$ cat src/rtl/fir_mac_sequencer_if.sv
// ----------------------------------------------------------------------------
// fir_mac_sequencer_if
//   Bundle of the control/status signals between the FIR MAC sequencer and its
//   surroundings: the sample source, the coefficient loader and the datapath
//   (register file + ALU).
//
//   master : the environment side. It drives dr, lc, coefficient_num and
//            overflow, and observes the sequencer outputs.
//   slave  : the sequencer side. It receives the strobes and the ALU overflow
//            flag, and drives the datapath op/addresses and the status flags.
//
//   Signals
//     dr               sample ready (level)
//     lc               load-coefficient strobe (1-cycle pulse)
//     coefficient_num  index of the coefficient on the load bus
//     overflow         ALU overflow for the op issued this cycle
//     cnt_up           sample-accepted pulse
//     clear            coefficient-0-loaded pulse
//     modwait          busy
//     err              error (sequence aborted)
//     op               datapath opcode
//     src1,src2,dest   datapath register addresses
// ----------------------------------------------------------------------------
interface fir_mac_sequencer_if #(
  parameter int REG_ADDR_W = 4
);
  logic                  dr;
  logic                  lc;
  logic [1:0]            coefficient_num;
  logic                  overflow;
  logic                  cnt_up;
  logic                  clear;
  logic                  modwait;
  logic                  err;
  logic [2:0]            op;
  logic [REG_ADDR_W-1:0] src1;
  logic [REG_ADDR_W-1:0] src2;
  logic [REG_ADDR_W-1:0] dest;

  modport master (
    output dr, lc, coefficient_num, overflow,
    input  cnt_up, clear, modwait, err, op, src1, src2, dest
  );

  modport slave (
    input  dr, lc, coefficient_num, overflow,
    output cnt_up, clear, modwait, err, op, src1, src2, dest
  );
endinterface

$ cat src/rtl/fir_mac_sequencer.sv
// ----------------------------------------------------------------------------
// fir_mac_sequencer
//   Control unit for the FIR datapath. For each accepted sample it issues one
//   datapath op per cycle: shift the sample window (R1..RN), store the new
//   sample into R1, clear the accumulator R0, then NUM_TAPS MUL/ADD pairs that
//   accumulate sample*coefficient into R0. Coefficient-load strobes write the
//   next coefficient register in order 0..NUM_TAPS-1. An ALU overflow during
//   the MAC passes, or a sample-ready level that drops before it is confirmed,
//   aborts into an error-idle state.
//
//   Register map: R0 accumulator, R1..RN samples (R1 newest),
//                 R(N+1+k) coefficient k, R(2N+1) product temporary.
//
//   Ports
//     clk      in   clock, all state on rising edge
//     n_reset  in   asynchronous active-low reset
//     bus      slave side of fir_mac_sequencer_if (strobes in, op/flags out)
//
//   All outputs are registered and depend only on state and counters.
// ----------------------------------------------------------------------------
module fir_mac_sequencer #(
  parameter int NUM_TAPS   = 4,
  parameter int REG_ADDR_W = 4
) (
  input logic                clk,
  input logic                n_reset,
  fir_mac_sequencer_if.slave bus
);

  localparam int CNT_W = $clog2(NUM_TAPS);

  localparam logic [2:0] OP_NOP        = 3'd0;
  localparam logic [2:0] OP_COPY       = 3'd1;
  localparam logic [2:0] OP_LOAD_SAMPLE = 3'd2;
  localparam logic [2:0] OP_LOAD_COEFF = 3'd3;
  localparam logic [2:0] OP_ADD        = 3'd4;
  localparam logic [2:0] OP_SUB        = 3'd5;
  localparam logic [2:0] OP_MUL        = 3'd6;

  localparam logic [REG_ADDR_W-1:0] ADDR_ACC    = '0;
  localparam logic [REG_ADDR_W-1:0] ADDR_NEWEST = REG_ADDR_W'(1);
  localparam logic [REG_ADDR_W-1:0] ADDR_COEF0  = REG_ADDR_W'(NUM_TAPS + 1);
  localparam logic [REG_ADDR_W-1:0] ADDR_TMP    = REG_ADDR_W'(2 * NUM_TAPS + 1);

  localparam logic [CNT_W-1:0] LAST_TAP = CNT_W'(NUM_TAPS - 1);
  localparam logic [CNT_W-1:0] CNT_ONE  = CNT_W'(1);

  typedef enum logic [3:0] {
    S_IDLE,
    S_LDCOEF,
    S_CAPTURE,
    S_SHIFT,
    S_STORE,
    S_ZERO,
    S_MUL,
    S_ACC,
    S_EIDLE
  } state_t;

  state_t           state_reg, state_next;
  logic [CNT_W-1:0] j_reg, j_next;       // shift counter: source sample index
  logic [CNT_W-1:0] k_reg, k_next;       // tap counter
  logic [CNT_W-1:0] cidx_reg, cidx_next; // next coefficient slot to load

  logic                  cnt_up_reg, cnt_up_next;
  logic                  clear_reg, clear_next;
  logic                  modwait_reg, modwait_next;
  logic                  err_reg, err_next;
  logic [2:0]            op_reg, op_next;
  logic [REG_ADDR_W-1:0] src1_reg, src1_next;
  logic [REG_ADDR_W-1:0] src2_reg, src2_next;
  logic [REG_ADDR_W-1:0] dest_reg, dest_next;

  // --------------------------------------------------------------------------
  // Next-state and counter logic
  // --------------------------------------------------------------------------
  always_comb begin
    state_next = state_reg;
    j_next     = j_reg;
    k_next     = k_reg;
    cidx_next  = cidx_reg;

    unique case (state_reg)
      S_IDLE, S_EIDLE: begin
        // A coefficient load wins over a sample; a sample still pending after
        // the load is picked up on the return to IDLE.
        if (bus.lc) begin
          state_next = S_LDCOEF;
        end else if (bus.dr) begin
          state_next = S_CAPTURE;
        end
      end

      S_LDCOEF: begin
        state_next = S_IDLE;
        cidx_next  = (cidx_reg == LAST_TAP) ? '0 : cidx_reg + CNT_ONE;
      end

      S_CAPTURE: begin
        // dr must still be high one cycle after it was seen; otherwise the
        // source glitched and no datapath state is touched.
        if (!bus.dr) begin
          state_next = S_EIDLE;
        end else begin
          state_next = S_SHIFT;
          j_next     = LAST_TAP;
        end
      end

      S_SHIFT: begin
        // Copy from the oldest end downwards so no sample is overwritten
        // before it has been moved.
        if (j_reg == CNT_ONE) begin
          state_next = S_STORE;
        end else begin
          j_next = j_reg - CNT_ONE;
        end
      end

      S_STORE: begin
        state_next = S_ZERO;
      end

      S_ZERO: begin
        state_next = S_MUL;
        k_next     = '0;
      end

      S_MUL: begin
        state_next = bus.overflow ? S_EIDLE : S_ACC;
      end

      S_ACC: begin
        if (bus.overflow) begin
          state_next = S_EIDLE;
        end else if (k_reg == LAST_TAP) begin
          state_next = S_IDLE;
        end else begin
          state_next = S_MUL;
          k_next     = k_reg + CNT_ONE;
        end
      end

      default: begin
        state_next = S_IDLE;
      end
    endcase
  end

  // --------------------------------------------------------------------------
  // Output decode for the state being entered, so the registered outputs line
  // up with the registered state.
  // --------------------------------------------------------------------------
  always_comb begin
    op_next      = OP_NOP;
    src1_next    = '0;
    src2_next    = '0;
    dest_next    = '0;
    cnt_up_next  = 1'b0;
    clear_next   = 1'b0;
    modwait_next = 1'b1;
    err_next     = 1'b0;

    unique case (state_next)
      S_IDLE: begin
        modwait_next = 1'b0;
      end

      S_EIDLE: begin
        modwait_next = 1'b0;
        err_next     = 1'b1;
      end

      S_LDCOEF: begin
        op_next    = OP_LOAD_COEFF;
        dest_next  = ADDR_COEF0 + REG_ADDR_W'(cidx_next);
        clear_next = (cidx_next == '0);
      end

      S_CAPTURE: begin
        op_next = OP_NOP;
      end

      S_SHIFT: begin
        op_next   = OP_COPY;
        src1_next = REG_ADDR_W'(j_next);
        dest_next = REG_ADDR_W'(j_next) + REG_ADDR_W'(1);
      end

      S_STORE: begin
        op_next     = OP_LOAD_SAMPLE;
        dest_next   = ADDR_NEWEST;
        cnt_up_next = 1'b1;
      end

      S_ZERO: begin
        // R0 - R0 clears the accumulator without needing a constant register.
        op_next   = OP_SUB;
        src1_next = ADDR_ACC;
        src2_next = ADDR_ACC;
        dest_next = ADDR_ACC;
      end

      S_MUL: begin
        op_next   = OP_MUL;
        src1_next = ADDR_NEWEST + REG_ADDR_W'(k_next);
        src2_next = ADDR_COEF0 + REG_ADDR_W'(k_next);
        dest_next = ADDR_TMP;
      end

      S_ACC: begin
        op_next   = OP_ADD;
        src1_next = ADDR_ACC;
        src2_next = ADDR_TMP;
        dest_next = ADDR_ACC;
      end

      default: begin
        modwait_next = 1'b0;
      end
    endcase
  end

  // --------------------------------------------------------------------------
  // State, counters and registered outputs
  // --------------------------------------------------------------------------
  always_ff @(posedge clk or negedge n_reset) begin
    if (!n_reset) begin
      state_reg   <= S_IDLE;
      j_reg       <= '0;
      k_reg       <= '0;
      cidx_reg    <= '0;
      op_reg      <= OP_NOP;
      src1_reg    <= '0;
      src2_reg    <= '0;
      dest_reg    <= '0;
      cnt_up_reg  <= 1'b0;
      clear_reg   <= 1'b0;
      modwait_reg <= 1'b0;
      err_reg     <= 1'b0;
    end else begin
      state_reg   <= state_next;
      j_reg       <= j_next;
      k_reg       <= k_next;
      cidx_reg    <= cidx_next;
      op_reg      <= op_next;
      src1_reg    <= src1_next;
      src2_reg    <= src2_next;
      dest_reg    <= dest_next;
      cnt_up_reg  <= cnt_up_next;
      clear_reg   <= clear_next;
      modwait_reg <= modwait_next;
      err_reg     <= err_next;
    end
  end

  assign bus.op      = op_reg;
  assign bus.src1    = src1_reg;
  assign bus.src2    = src2_reg;
  assign bus.dest    = dest_reg;
  assign bus.cnt_up  = cnt_up_reg;
  assign bus.clear   = clear_reg;
  assign bus.modwait = modwait_reg;
  assign bus.err     = err_reg;

  // The loader numbers coefficients itself; the internal index is what
  // addresses the register file, so the two must never drift apart.
  logic lc_accepted;
  assign lc_accepted = bus.lc && ((state_reg == S_IDLE) || (state_reg == S_EIDLE));

  coeff_order_check : assert property (
    @(posedge clk) disable iff (!n_reset)
    lc_accepted |-> (int'(bus.coefficient_num) == int'(cidx_reg))
  );

endmodule
$ cat src/flat_wrapper.sv
// flat-port wrapper written by rule: the top's interface ports become plain ports
module fir_mac_sequencer_flat 
#(
  parameter int NUM_TAPS   = 4,
  parameter int REG_ADDR_W = 4
)
  (clk, n_reset, bus_dr, bus_lc, bus_coefficient_num, bus_overflow, bus_cnt_up, bus_clear, bus_modwait, bus_err, bus_op, bus_src1, bus_src2, bus_dest);
  fir_mac_sequencer_if #(.REG_ADDR_W(REG_ADDR_W)) bus_i ();
  input logic clk;
  input logic n_reset;
  input wire logic [$bits(bus_i.dr)-1:0] bus_dr;
  input wire logic [$bits(bus_i.lc)-1:0] bus_lc;
  input wire logic [$bits(bus_i.coefficient_num)-1:0] bus_coefficient_num;
  input wire logic [$bits(bus_i.overflow)-1:0] bus_overflow;
  output wire logic [$bits(bus_i.cnt_up)-1:0] bus_cnt_up;
  output wire logic [$bits(bus_i.clear)-1:0] bus_clear;
  output wire logic [$bits(bus_i.modwait)-1:0] bus_modwait;
  output wire logic [$bits(bus_i.err)-1:0] bus_err;
  output wire logic [$bits(bus_i.op)-1:0] bus_op;
  output wire logic [$bits(bus_i.src1)-1:0] bus_src1;
  output wire logic [$bits(bus_i.src2)-1:0] bus_src2;
  output wire logic [$bits(bus_i.dest)-1:0] bus_dest;
  assign bus_i.dr = bus_dr;
  assign bus_i.lc = bus_lc;
  assign bus_i.coefficient_num = bus_coefficient_num;
  assign bus_i.overflow = bus_overflow;
  assign bus_cnt_up = bus_i.cnt_up;
  assign bus_clear = bus_i.clear;
  assign bus_modwait = bus_i.modwait;
  assign bus_err = bus_i.err;
  assign bus_op = bus_i.op;
  assign bus_src1 = bus_i.src1;
  assign bus_src2 = bus_i.src2;
  assign bus_dest = bus_i.dest;
  fir_mac_sequencer #(.NUM_TAPS(NUM_TAPS), .REG_ADDR_W(REG_ADDR_W)) u_core (.clk(clk), .n_reset(n_reset), .bus(bus_i));
endmodule
$ cat config.mk
export PLATFORM = sky130hd
export DESIGN_NAME = fir_mac_sequencer_flat
export DESIGN_NICKNAME = d
export VERILOG_FILES = /design/src/rtl/fir_mac_sequencer_if.sv /design/src/rtl/fir_mac_sequencer.sv /design/src/flat_wrapper.sv
export SDC_FILE = /design/constraint.sdc
export NUM_CORES = 1
export LEC_CHECK = 0
export CELL_PAD_IN_SITES_DETAIL_PLACEMENT = 1
export CELL_PAD_IN_SITES_GLOBAL_PLACEMENT = 2
export CORE_AREA = 2 2 65 67
export CTS_CLUSTER_DIAMETER = 80
export DETAILED_ROUTE_END_ITERATION = 7
export DIE_AREA = 0 0 67 69
export PLACE_DENSITY = 0.77
export SETUP_SLACK_MARGIN = 0.15
export SYNTH_ARGS = -nofsm -noshare
export SYNTH_HDL_FRONTEND = slang
export SYNTH_SLANG_ARGS = --single-unit
$ cat constraint.sdc
create_clock -name clk -period 4.13 [get_ports clk]
set_input_delay 0.826 -clock clk [delete_from_list [all_inputs] [get_ports clk]]
set_output_delay 0.826 -clock clk [all_outputs]
set_load 0.01 [all_outputs]
==> impl_metrics.tcl <==
set metrics [dict create \
    rr_worst_depth 6 \
    setup_viol 0 \
    design.core.area_mm2 0.00391 \
    power_mw 1.19 \
    drc 0 \
    skew_ps 5.26 \
    critical_path_peak_fanout 7 \
    synthesis.nets 135 \
    p_leak_nw 0.776 \
    dp_hpwl_um 2100 \
    critPathLaunchType "input port" \
    cp_cell_sequence "clkdlybuf4s50_1 -> nand2b_1 -> o21ai_0 -> nand3_1 -> o21a_1 -> ha_1 -> a22o_1" \
    synth_cells 121 \
    yosys.area.top_type_share_pct 52.8 \
    grt_pass1_wl_um 4760 \
    synth_area_leaders "dfrtp_1 (53%), ha_1 (6.6%), nand2_1 (3.1%)" \
    synthArstFlopShare_pct 100 \
    vias 952 \
    synthDistinctLibCells 38 \
    drt.antenna.violating_nets 0 \
    hold_ws_ps 564 \
    antenna_found_initial 0 \
    ios 26 \
    finalHoldViolations 0 \
    worstSkewPairLatency_ps 270 \
    status "complete, no violations" \
    wl_um 2770 \
    top_usage_layer "met2" \
    met1_usage_pct 17.2 \
    multi_input_area_um2 569 \
    dieWidth_um 67 \
    io_buffers 22 \
    globalRouteTotalUtil_pct 13.2 \
    post-route-period-util_pct 59.2 \
    final_nets 159 \
    wl_per_cell_um 14.3 \
    crit_path_end_kind "flop" \
    avgViaCountPerCell 4.91 \
    grt_overflow 0 \
    cts-root-buf "clkbuf_8" \
    start_util_pct 33.9 \
    synth_area_mm2 0.00133 \
    use_met3_pct 2.28 \
    fin_crit_ps 2450 \
    cts-buffers-inserted 3 \
    grt_pass1_vias 1021 \
    fmax_mhz 409 \
    cp.required_ps 4290 \
    rsz0062_at_grt "no" \
    syn_to_final_growth_pct 25.2 \
    fillers 450 \
    diodes 0 \
    critPathKind "in -> reg" \
    powerDensity_mw_per_mm2 719 \
    layout.area.seq_um2 701 \
    avgSynthCellArea_um2 11.0 \
    crit_path_max_incr_delay_ps 520 \
    vdd_ir_drop_max_mv 0.251 \
    hp-class "reg -> reg" \
    slew_viol_final 0 \
    cts_tree "done" \
    min_path_cells 1 \
    clock-sinks 28 \
    clkTransAtPathRegs_ps 90 \
    drtPass1Iterations 4 \
    yosys_warnings 0 \
    synth_ff_type "dfrtp_1" \
    htree_levels 1 \
    die_h_um 69 \
    ys_seq_area_share_pct 52.8 \
    final_core_utilization_pct 42.5 \
    post_cts_buffers 0 \
    ctsHoldBuffers 0 \
    gp_congestion 0.760 \
    cp.arrival_ps 2610 \
    met2_usage_pct 22.3 \
    grt_max_degree 29 \
    rows 23 \
    synth_top_area_cell "dfrtp_1" \
    synth-edff-count 0 \
    setup_tns_ps 0 \
    cpMaxStageDelayCell "clkdlybuf4s50_1" \
    synth_seq_cells 28 \
    drv_cap 0 \
    r2r_setup_slack_ps 1980 \
    ctsResizeCount 0 \
    drtIter0Drc 7 \
    die-area_mm2 0.00462 \
    drive_gt1_share_pct 10.4 \
    clock_path_buffers 2 \
]
[cell families after synthesis]
family | after synthesis | share of synthesized area (%)
compound gates | 29 | 15.5
flops | 28 | 52.8
other cells | 1 | 0.282
fa+ha+maj | 7 | 6.60
simple gates | 42 | 18.7
buf+inv | 12 | 4.34
mux | 2 | 1.88
[critical path: cells and delay by family]
kind                       cells  cell delay (ps)
AOI/OAI and AO/OA              3              550
adders and majority gates      1              320
buffers and inverters          1              520
and+or+nand+nor                2              390
[cell type report]
type	instances	area share, %
clock inverter	1	1.81
inverter	8	1.81
clock buffer	3	2.48
tap	50	3.77
sequential	28	42.2
multi-input combinational	81	34.3
timing repair buffer	23	13.7
[cell usage after synthesis, types with 2 or more instances]
cell,instances
dfrtp_1,28
nand2_1,11
ha_1,7
inv_1,7
nor2_1,7
o21a_1,5
o21ai_1,5
o21ai_0,4
a21o_1,3
a21oi_1,3
and3_1,3
buf_4,3
nand3_1,3
nor2b_1,3
a22o_1,2
and2_1,2
nand2b_1,2
nor2b_2,2
nor3b_4,2
[stage by stage]
stage | cell area [µm²] | cells | setup WS (ps)
2_1_floorplan | 1330 | 121 | 2190
3_3_place_gp | 1590 | 190 | 1390
3_5_place_dp | 1590 | 190 | 1370
4_1_cts | 1660 | 194 | 1670
5_1_grt | 1660 | 194 | 1540
6_report | 1660 | 194 | 1680
[worst paths after layout]
kind | start | to
worst max-delay path | bus_overflow | u_core.bus.src1[1]$_DFF_PN0_
worst min-delay path | u_core.j_reg[1]$_DFF_PN0_ | u_core.j_reg[1]$_DFF_PN0_
worst max register to register | u_core.state_reg[0]$_DFF_PN0_ | u_core.bus.dest[1]$_DFF_PN0_
worst min register to register | u_core.j_reg[1]$_DFF_PN0_ | u_core.j_reg[1]$_DFF_PN0_
max in group asynchronous | n_reset | u_core.bus.dest[2]$_DFF_PN0_
min in group asynchronous | n_reset | u_core.bus.err$_DFF_PN0_
[where the power goes]
group / internal (mW) / switching (mW) / leakage, nW
logic: 0.263 / 0.255 / 0.375
clock network: 0.130 / 0.0830 / 0.0357
registers: 0.366 / 0.0976 / 0.365
total: 0.759 / 0.436 / 0.776
[metal layers]
metal	routed length, µm	share of wire (%)
met1	1270	46
met2	1370	50
met3	100	3.6
met4	22	0.79
met5	0	0
[cell usage in the layout (no fill, tap or decap), types with 2 or more instances in the layout]
master and instances:
nor2b_2 2, inv_1 7, a21o_1 3, nand3_1 3
and3_1 3, and2_1 2, nor2b_1 3, ha_1 7
nor2_1 7, clkbuf_8 3, o21ai_1 5, clkdlybuf4s50_1 22
nor3b_4 2, o21ai_0 4, nand2b_1 2, o21a_1 5
dfrtp_1 28, a22o_1 2, nand2_1 11, a21oi_1 3
Power figures use the tool's default switching activity.
